**config.mk**
```make
export PLATFORM = sky130hd
export DESIGN_NAME = alu_muldiv_seq
export DESIGN_NICKNAME = d
export VERILOG_FILES = /design/src/rtl/alu_muldiv_seq.sv
export SDC_FILE = /design/constraint.sdc
export NUM_CORES = 1
export LEC_CHECK = 0
export ABC_AREA = 1
export CORE_UTILIZATION = 35
export DETAILED_ROUTE_END_ITERATION = 6
export DONT_BUFFER_PORTS = 1
export GPL_ROUTABILITY_DRIVEN = 0
export SYNTH_ARGS = -nofsm -noshare
export SYNTH_HDL_FRONTEND = slang
export SYNTH_SLANG_ARGS = --single-unit
```
**constraint.sdc**
```tcl
create_clock -name clk -period 7.4 [get_ports clk]
set_input_delay 1.48 -clock clk [delete_from_list [all_inputs] [get_ports clk]]
set_output_delay 1.48 -clock clk [all_outputs]
set_load 0.005 [all_outputs]
```
**src/rtl/alu_muldiv_seq.sv**
```systemverilog
// Iterative 32-bit MULT/MULTU/DIV/DIVU sequencer that borrows the shared EX-stage
// ALU adder/subtractor one iteration per granted cycle and owns the HI/LO registers.
module alu_muldiv_seq (
    input  logic        clk,
    input  logic        reset,
    input  logic        start,
    input  logic [1:0]  op,
    input  logic [31:0] rs_val,
    input  logic [31:0] rt_val,
    output logic        busy,
    output logic        done,
    output logic [31:0] hi,
    output logic [31:0] lo,
    output logic        alu_req,
    input  logic        alu_gnt,
    output logic [31:0] alu_a,
    output logic [31:0] alu_b,
    output logic [5:0]  alu_fun,
    output logic        alu_sign,
    input  logic [31:0] alu_z
);
    typedef enum logic [2:0] {
        S_IDLE = 3'd0,
        S_PREP = 3'd1,
        S_ITER = 3'd2,
        S_FIX  = 3'd3,
        S_DONE = 3'd4
    } state_t;

    state_t      state_q, state_d;
    logic        is_div_q, is_div_d;
    logic        neg_q_q, neg_q_d;
    logic        neg_r_q, neg_r_d;
    logic [31:0] opa_q, opa_d;
    logic [31:0] opb_q, opb_d;
    logic [31:0] whi_q, whi_d;
    logic [31:0] wlo_q, wlo_d;
    logic [31:0] hi_q, hi_d;
    logic [31:0] lo_q, lo_d;
    logic [4:0]  cnt_q, cnt_d;
    logic        accept_s;
    logic        carry_s;
    logic [63:0] prod_s;

    function automatic logic [31:0] abs32(input logic [31:0] v, input logic sgn);
        logic [31:0] r;
        if (sgn && v[31]) begin
            r = (~v) + 32'd1;
        end else begin
            r = v;
        end
        return r;
    endfunction

    assign hi       = hi_q;
    assign lo       = lo_q;
    assign busy     = (state_q == S_PREP) || (state_q == S_ITER) || (state_q == S_FIX);
    assign done     = (state_q == S_DONE);
    assign alu_sign = 1'b0;

    // ALU operand drive: only ITER borrows the ALU, everything else is parked at zero
    always_comb begin
        alu_req = 1'b0;
        alu_a   = 32'd0;
        alu_b   = 32'd0;
        alu_fun = 6'b000000;
        if (state_q == S_ITER) begin
            alu_req = 1'b1;
            if (is_div_q) begin
                alu_a   = {whi_q[30:0], wlo_q[31]};
                alu_b   = opb_q;
                alu_fun = 6'b000001;
            end else begin
                alu_a   = whi_q;
                alu_b   = wlo_q[0] ? opa_q : 32'd0;
                alu_fun = 6'b000000;
            end
        end else begin
            alu_req = 1'b0;
        end
    end

    // Next-state and datapath update
    always_comb begin
        state_d  = state_q;
        is_div_d = is_div_q;
        neg_q_d  = neg_q_q;
        neg_r_d  = neg_r_q;
        opa_d    = opa_q;
        opb_d    = opb_q;
        whi_d    = whi_q;
        wlo_d    = wlo_q;
        hi_d     = hi_q;
        lo_d     = lo_q;
        cnt_d    = cnt_q;
        accept_s = 1'b0;
        carry_s  = 1'b0;
        prod_s   = 64'd0;
        case (state_q)
            S_IDLE: begin
                if (start) begin
                    state_d  = S_PREP;
                    is_div_d = op[1];
                    opa_d    = abs32(rs_val, op[0]);
                    opb_d    = abs32(rt_val, op[0]);
                    neg_q_d  = op[0] & (rs_val[31] ^ rt_val[31]);
                    neg_r_d  = op[0] & rs_val[31];
                end else begin
                    state_d = S_IDLE;
                end
            end
            S_PREP: begin
                cnt_d = 5'd0;
                whi_d = 32'd0;
                if (is_div_q) begin
                    if (opb_q == 32'd0) begin
                        // |rs| re-signed by neg_r in FIX restores the raw dividend into HI
                        whi_d   = opa_q;
                        wlo_d   = 32'hFFFF_FFFF;
                        neg_q_d = 1'b0;
                        state_d = S_FIX;
                    end else begin
                        wlo_d   = opa_q;
                        state_d = S_ITER;
                    end
                end else begin
                    wlo_d   = opb_q;
                    state_d = S_ITER;
                end
            end
            S_ITER: begin
                if (alu_gnt) begin
                    if (is_div_q) begin
                        accept_s = whi_q[31] | (alu_a >= opb_q);
                        whi_d    = accept_s ? alu_z : alu_a;
                        wlo_d    = {wlo_q[30:0], accept_s};
                    end else begin
                        carry_s = (alu_z < alu_a);
                        whi_d   = {carry_s, alu_z[31:1]};
                        wlo_d   = {alu_z[0], wlo_q[31:1]};
                    end
                    cnt_d = cnt_q + 5'd1;
                    if (cnt_q == 5'd31) begin
                        state_d = S_FIX;
                    end else begin
                        state_d = S_ITER;
                    end
                end else begin
                    state_d = S_ITER;
                end
            end
            S_FIX: begin
                if (is_div_q) begin
                    hi_d = neg_r_q ? ((~whi_q) + 32'd1) : whi_q;
                    lo_d = neg_q_q ? ((~wlo_q) + 32'd1) : wlo_q;
                end else begin
                    prod_s = neg_q_q ? ((~{whi_q, wlo_q}) + 64'd1) : {whi_q, wlo_q};
                    hi_d   = prod_s[63:32];
                    lo_d   = prod_s[31:0];
                end
                state_d = S_DONE;
            end
            S_DONE: begin
                state_d = S_IDLE;
            end
            default: begin
                state_d = S_IDLE;
            end
        endcase
    end

    // State register with asynchronous abort
    always_ff @(posedge clk or posedge reset) begin
        if (reset) begin
            state_q  <= S_IDLE;
            is_div_q <= 1'b0;
            neg_q_q  <= 1'b0;
            neg_r_q  <= 1'b0;
            opa_q    <= 32'd0;
            opb_q    <= 32'd0;
            whi_q    <= 32'd0;
            wlo_q    <= 32'd0;
            hi_q     <= 32'd0;
            lo_q     <= 32'd0;
            cnt_q    <= 5'd0;
        end else begin
            state_q  <= state_d;
            is_div_q <= is_div_d;
            neg_q_q  <= neg_q_d;
            neg_r_q  <= neg_r_d;
            opa_q    <= opa_d;
            opb_q    <= opb_d;
            whi_q    <= whi_d;
            wlo_q    <= wlo_d;
            hi_q     <= hi_d;
            lo_q     <= lo_d;
            cnt_q    <= cnt_d;
        end
    end
endmodule

```
* Word-level counts from Yosys, hierarchy flattened *
Cells that the tools add are included.

word-level totals
  logic and storage cells = 86
  register bits = 203
  input bits = 102
  output and inout bits = 138

cells by class
  multiplexer cells = 38
  eq/ne operators = 9
  reductions and logical operators = 11
  magnitude comparators = 2
  bitwise gates (word level) = 9
  add/subtract/negate cells = 6

operator list
  operator               number
  $mux 32                20
  $add 32x1->32 const B  4
  $not 32->32            4
  $pmux 32 s2            2
  $add 64x1->64 const B  1
  $mux 64                1
  $not 64->64            1
  $ge 32x32->1           1
  $logic_not 32->1       1
  $lt 32x32->1           1
  $pmux 3 s4             1
  $pmux 5 s2             1
  $mux 1                 9
  $eq 3x2->1 const B     2
  $mux 3                 2
  $ne 2x2->1 const B     3
  $add 5x1->5 const B    1
  $eq 5x5->1 const B     1
  $mux 5                 1
  $reduce_and 2->1       2
  $reduce_and 4->1       1
  $reduce_bool 2->1      2
  $eq 3x1->1 const B     1
  $eq 3x3->1 const B     1
  other kinds (8)        11

* Depth between registers and ports, before layout *
Gate-level depths: netlist (run 1).

  depth after elaboration = 8
  depth in mapped cells = 25
  gate-level depth less buffers = 22

* Worst setup path after synthesis (run 1) *
No wires, ideal clock.

  path type = register to output
  start = register state_q[0]
  end = output port alu_b[23]
  data required time = 5920 ps
  slack = 4375 ps
  stages on the path, launching flop included = 10
  path buffers = 4
  arrival time = 1545 ps
  cells stage by stage = dfrtp_1 inv_1 nand2_1 nor2_4 inv_2 buf_6 buf_6 buf_2 buf_2 a211oi_1

between the ends
  longest elaborated chain between the ends = 2

RTL lines
  item                    RTL line  text
  from (decl)             30        state_t state_q, state_d;
  from (signal assigned)  187       state_q <= state_d;
  $eq 3x2->1              67        if (state_q == S_ITER) begin
  $mux 32                 67
  to (decl)               17        output logic [31:0] alu_b,

Every way passes these cells.

* Worst setup path in the final report (run 1) *
  start = register is_div_q
  end = register whi_q[0]

between the ends
  longest elaborated chain between the ends = 8
  elaborated cells between the ends (all ways) = 9
  those cells by class = order compare (1); mux (7); bitwise (1)

RTL lines
  item                    RTL line  text
  from (decl)             31        logic is_div_q, is_div_d;
  from (signal assigned)  188       is_div_q <= is_div_d;
  $mux 32                 69        if (is_div_q) begin
  $mux 32                 67
  via alu_a[11]           16        output logic [31:0] alu_a,
  $ge 32x32->1            134       accept_s = whi_q[31] | (alu_a >= opb_q);
  $or 1x1->1              134
  $mux 32                 135       whi_d = accept_s ? alu_z : alu_a;
  $mux 32                 133       if (is_div_q) begin
  $mux 32                 132       if (alu_gnt) begin
  $pmux 32 s2             99        case (state_q)
  to (signal assigned)    193       whi_q <= whi_d;
  to (decl)               36        logic [31:0] whi_q, whi_d;

The timed path passes the listed nets, and every way through them passes these cells. The select of a mux whose other input is x is not followed.
A chain may end at the register's enable or synchronous reset.

==> summary.txt, run 1 <==
Outcome
  – Status: finished, violations left
  – Failing checks: DRC

GRT
  – Global-route wire length before repair: ~99000 um
  – Grt total ovfl: 0
  – Number of global-route vias before repair: around 16000
  – Initial antenna violation count: 1
  – Largest net degree at the start of global routing: 140
  – All-Layer GR Usage: a little over a quarter

Worst setup path
  – Setup Crit Path Kind: flop to flop
  – R2r worst-path depth: 18
  – Critical Path AT: 5.14 ns
  – Startpoint types: flop
  – Crit path capture type: flop
  – CP required: 7.83 ns
  – Crit-path max FO: 89

Timing
  – Final min period: about 4.7 ns
  – Final period utilization: 63.7%
  – Worst Tran Pin Value: 1.24 ns
  – Max Slew Vio Count: 0
  – Setup TNS: 0 ns
  – Skew final: between 0.015 and 0.02 ns
  – Final setup fails: 0
  – Final number of hold-violating endpoints: 0
  – Max Clock Freq: 0.212 GHz
  – RSZ-0062 raised after global routing: no
  – Worst slew margin: 17.3%

Synthesis
  – Post-synth EDFFs: 0
  – FF+latch count, synth: 203
  – Mapped Cells: 2516
  – Netlist cell types: 55
  – YS warnings: 0
  – Post-Syn Area: 16600 um2
  – Post-Syn Area per Cell: 6.60 um2
  – Register area share after synthesis: between 30% and 40%
  – Post-synth ARST share: 100%
  – Primary FF master, synth: dfrtp_1

Detailed routing
  – Routed wire length: 66400 um
  – Wire per inst: 21.8 um
  – Metal2 WL: ~29000 um
  – Met3 wire length: ~8300 um
  – DR vias: 17300
  – Pre-antenna DRT Iters: 7
  – Final antenna-violating net count: 0
  – Iteration-0 DRC Markers: 2194
  – Drt drc: 40
  – Wl on met1: 26400 um
  – DR vias/cell: 5.66
  – Highest routed metal layer: met4

Floorplanning
  – Die Span Y: about 220 um
  – Die footprint: about 48000 um2
  – Core area: about 47000 um2
  – Initial core utilization: 35.6%
  – Top Ports: 240
  – Row count: 79
  – Die W: 220 um

Placement
  – Area after DPL: 16900 um2
  – Detailed Place HPWL: 50800 um
  – # port buffers: 0

Clocking
  – CTS max path bufs: 3
  – Post-CTS setup buffers: 0
  – TritonCTS clock tree: built
  – Clock Sinks: 203
  – Clk root buf: clkbuf_16
  – H-Tree Depth: 1
  – TritonCTS buffer count: 25
  – Worst skew pair latency: 0.55 ns
  – CTS hold repair buffers: 0
  – Clock Pin Slew Worst Setup and Hold Paths: ~0.070 ns
  – Post_cts resized: 0

Power and ir drop
  – VDD IR max: between 0.0002 and 0.0003 V
  – Power Density: between 500 and 600 nW/um2
  – Pleak: a little over 8 nW

Run
  – Max Cap Viol: 0

Hold path
  – HP Class: flop to flop
  – Worst hold stages: 2

Finish
  – Most frequent cells in the layout: 780 x nand2_1, 230 x o21ai_0, 226 x nor2_1
  – Fin nets: 2592
  – Area grow syn2layout: 7.08%
  – Post-route cell area: ~18000 um2
  – Fraction of layout instances using a drive strength above 1: 5.45%
  – Fillers: 5014
  – Commonest non-fill, non-tap cell in the layout: nand2_1
[metrics by stage]
| step | worst slack (ns) | power, W | util [%] | hold WS (ns) | instances |
|---|---|---|---|---|---|
| 2_1_floorplan | 0.381 | 0.00595 | - | 0.449 | 2521 |
| 3_3_place_gp | 2.91 | 0.00747 | 36.2 | 0.474 | 3001 |
| 3_5_place_dp | 2.85 | 0.00756 | 36.2 | 0.474 | 3001 |
| 4_1_cts | 2.81 | 0.00890 | 38.1 | 0.489 | 3046 |
| 5_1_grt | 2.25 | 0.00973 | 38.1 | 0.518 | 3046 |
| 6_report | 2.69 | 0.00904 | 38.1 | 0.490 | 3047 |
[state kept, by name, indices dropped and copies added (netlist names)]
| register | flops |
|---|---|
| lo | 32 |
| is_div_q | 1 |
| wlo_q | 32 |
| opa_q | 32 |
| state_q | 3 |
| cnt_q | 5 |
| neg_q_q | 1 |
| opb_q | 32 |
| whi_q | 32 |
| hi | 32 |
| neg_r_q | 1 |
[worst max-delay path, cell delays in order (launching register included)]
cell and delay (ns):
dfrtp_4 0.97, buf_4 0.66, o21ai_0 0.18, nor2_1 0.55, ha_1 0.36, nand2_1 0.10
inv_1 0.04, nand2_1 0.05, nand2_1 0.04, nand2_1 0.07, nand2_1 0.05, nor2_1 0.09
nand2_1 0.06, nand2_1 0.13, nand3_4 0.54, o21ai_0 0.43, nand2_1 0.09, nand2_1 0.07
nand2_1 0.06
[kinds of logic after synthesis]
group,synth area share (%)
buf+inv,9.16
fa+ha+maj,5.20
flops,30.6
other cells,0.0226
compound gates,18.9
simple gates,31.7
xor+xnor,4.48
[power by group]
group | internal (W) | switching (W)
Sequential | 0.00161 | 0.000695
Combinational | 0.00154 | 0.00388
Clock | 0.000792 | 0.000533
[metal layers]
metal	up-vias	track usage, %
met3	192	7.80
met5	-	0
met2	943	40.9
met4	0	11.0
met1	8032	35.6
li1	8085	-
[final cells by class]
cell class                 count  area [um2]  area share [%]
sequential                   203        5080            28.6
tap                          607         759            4.27
timing repair buffer          15         125           0.704
clock inverter                16         209            1.18
antenna                        1        2.50          0.0141
clock buffer                  29         671            3.77
multi-input combinational   1947       10100            56.6
inverter                     229         872            4.91
[synth_stat cells (all sizes together), types with 4 or more instances]
cell type | n | area [um2]
clkbuf | 79 | 299
nand4 | 33 | 221
nand3b | 8 | 60.1
o21ai | 263 | 1320
xnor2 | 5 | 43.8
o221ai | 31 | 272
nor3 | 35 | 233
o211ai | 33 | 248
dfrtp | 203 | 5080
a21oi | 149 | 749
inv | 226 | 848
a21o | 4 | 30.0
a31oi | 16 | 100
buf | 63 | 363
xor2 | 80 | 701
o31ai | 8 | 60.1
ha | 69 | 863
nand3 | 101 | 548
or2 | 8 | 50.0
a211oi | 33 | 248
nand2 | 785 | 2960
nor2 | 258 | 1130
[final timing paths]
path,from,end,slack (ns)
worst max-delay path,is_div_q$_DFFE_PP0P_,whi_q[0]$_DFFE_PP0P_,2.69
worst min-delay path,opb_q[2]$_DFFE_PP0P_,opb_q[2]$_DFFE_PP0P_,0.49
worst max register to register,is_div_q$_DFFE_PP0P_,whi_q[0]$_DFFE_PP0P_,2.69
worst min register to register,opb_q[2]$_DFFE_PP0P_,opb_q[2]$_DFFE_PP0P_,0.49
max in group asynchronous,reset,hi[19]$_DFFE_PP0P_,5.07
min in group asynchronous,reset,wlo_q[11]$_DFFE_PP0P_,0.92
Note: power is estimated with default switching activity, not from simulation.
==> run 2, diff against run 1 <==
==> constraint.sdc (replaced) <==
create_clock -name clk -period 4.3 [get_ports clk]
set_input_delay 0.86 -clock clk [delete_from_list [all_inputs] [get_ports clk]]
set_output_delay 0.86 -clock clk [all_outputs]
set_load 0.005 [all_outputs]
==> run 2 against run 1 <==
  * The flow still finishes with violations (DRC)
  * Sequential power rose by 72%
  * Largest cell class unchanged
  * Clock-buffer cell count rose by 5
  * Via count fell by 0.77%
  * Final area rose by 0.62%
  * Clock power rose by 73%
  * Power rose by 72%
  * Cell count rose by 0.46%
  * Global-route usage fell by 0.13 points
==> summary.txt, run 2 (synthesis results as in run 1) <==
Detailed routing
  – Iteration-0 DRC Markers: between 2000 and 2500
  – Drt drc: 40
  – DR vias: roughly 17000
  – Wire per inst: 21.5 um
  – Final antenna-violating net count: 0
  – DR vias/cell: 5.59
  – Routed wire length: about 66000 um
  – Pre-antenna DRT Iters: 7

GRT
  – All-Layer GR Usage: 26.8%
  – Initial antenna violation count: 0
  – Largest net degree at the start of global routing: between 100 and 150
  – Number of global-route vias before repair: 15900
  – Grt total ovfl: 0
  – Global-route wire length before repair: 97700 um

Finish
  – Fillers: 5016
  – Fraction of layout instances using a drive strength above 1: slightly below 6%
  – Final core occ: 38.3%
  – Storage cell area: 5080 um2
  – Most frequent cells in the layout: 780 x nand2_1, 230 x o21ai_0, 226 x nor2_1
  – Fin nets: ~2600
  – Multi-input gate area: 10000 um2
  – Area grow syn2layout: 7.74%
  – Commonest non-fill, non-tap cell in the layout: nand2_1
  – Layout Cells excl Fill: 3061

Worst setup path
  – Startpoint types: flop
  – R2r worst-path depth: 16
  – Crit-path max FO: 98
  – CP startpoint: is_div_q$_DFFE_PP0P_
  – R2R Path Start: is_div_q$_DFFE_PP0P_
  – Setup Crit Path Kind: flop to flop
  – Crit path capture type: flop
  – CP required: 4.79 ns
  – Reg2reg end: whi_q[15]$_DFFE_PP0P_
  – Reg-to-reg setup timing slack: 0.30 ns
  – Critical Path AT: 4.49 ns

Placement
  – Detailed Place HPWL: 50600 um
  – # port buffers: 0
  – Placed Cells incl. Taps: ~3000

Timing
  – Worst slew margin: 12.9%
  – Worst Tran Pin Value: 1.31 ns
  – Skew final: 0.0136 ns
  – Final setup fails: 0
  – Final min period: 4.00 ns
  – RSZ-0062 raised after global routing: no
  – Final number of hold-violating endpoints: 0
  – Max Clock Freq: 0.250 GHz
  – Max Slew Vio Count: 0
  – Final period utilization: a little over 90%
  – Setup TNS: 0 ns

Power and ir drop
  – Sw power: 0.00870 W
  – Comb pwr share: between 50% and 60%
  – Clock power frac: ~15%
  – Overall Power: between 0.015 and 0.02 W
  – Power Density: between 800 and 900 nW/um2
  – Sw frac: between 50% and 60%
  – Seq pwr share: 25.5%
  – Pleak: a little over 8 nW
  – VDD IR max: 0.000436 V
  – Cell Int Power: 0.00686 W

Clocking
  – Post_cts resized: 0
  – TritonCTS clock tree: built
  – Clock Sinks: ~200
  – Clk root buf: clkbuf_16
  – CTS hold repair buffers: 0
  – TritonCTS buffer count: 25
  – CTS max path bufs: 3
  – Clock Pin Slew Worst Setup and Hold Paths: 0.06 ns
  – Worst skew pair latency: roughly 0.56 ns
  – H-Tree Depth: 1
  – Post-CTS setup buffers: 0

Floorplanning
  – Initial core utilization: 35.6%
  – Core area: 46700 um2
  – Row count: 79
  – Die W: 220 um
  – Top Ports: 240
  – Die footprint: roughly 48000 um2
  – Die Span Y: 220 um

Hold path
  – HP Class: primary input to async pin

Run
  – Max Cap Viol: 0

Outcome
  – Status: finished, violations left
  – Failing checks: DRC
run 2: cell types whose count changed in the layout (fill, tap and decap cells not counted), sizes merged:
cell      before  now
inv          227  226
clkbuf        29   34
clkinv         7    6
buf           15   30
clkinvlp       7    3
run 2: stage by stage:
step / hold WS [ns] / cell area [um2] / setup slack [ns]
2_1_floorplan: 0.449 / 16600 / 0.810
3_3_place_gp: 0.475 / 17000 / 0.525
3_5_place_dp: 0.476 / 17000 / 0.485
4_1_cts: 0.321 / 17900 / 0.459
5_1_grt: 0.353 / 17900 / 0.00357
6_report: 0.299 / 17900 / 0.298
run 2: critical path, cell delays in order, from the launching register on:
cell,delay [ns]
dfrtp_4,1.00
o21ai_0,0.22
nor2_1,0.43
ha_1,0.33
nand2_1,0.06
a21oi_1,0.05
nor2_1,0.14
nand2_1,0.07
nor2_1,0.09
nand2_1,0.07
nand2_1,0.12
nand3_4,0.52
o21ai_0,0.43
nand2_1,0.08
nand2_1,0.08
nand2_1,0.05
nand2_1,0.06
run 2: per-layer routing:
layer  share of wire [%]  global-route usage, %  wire length, um  up-vias
li1                    -                      -                -     8110
met1                  41                   35.8            26700     7928
met2                  43                   40.5            28300      929
met3                  12                   7.44             7670      152
met4                 4.8                   11.0             3150        0
met5                   0                      0                0        -
run 2: power groups by stage:
stage               clock network [W]  logic, W  registers [W]
finish                        0.00228   0.00931        0.00396
CTS                           0.00230   0.00912        0.00392
global placement                    0   0.00896        0.00392
floorplan                           0   0.00689        0.00335
global route                  0.00238    0.0103        0.00406
detailed placement                  0   0.00907        0.00394
run 2: layout make-up:
cell class,instances,area share (%)
clock buffers,34,3.97
clock inverters,10,0.888
well taps,607,4.25
diodes,1,0.0140
flip-flops and latches,203,28.4
inverters,229,4.85
multi-input cells,1947,56.1
repair buffers,30,1.47
run 2: how the worst max path moves through the flow:
stage	to	cells after the start
floorplan	cnt_q[0]$_DFFE_PP0P_	1
global placement	whi_q[29]$_DFFE_PP0P_	16
detailed placement	whi_q[15]$_DFFE_PP0P_	14
CTS	whi_q[15]$_DFFE_PP0P_	14
global route	whi_q[15]$_DFFE_PP0P_	14
finish	whi_q[15]$_DFFE_PP0P_	16
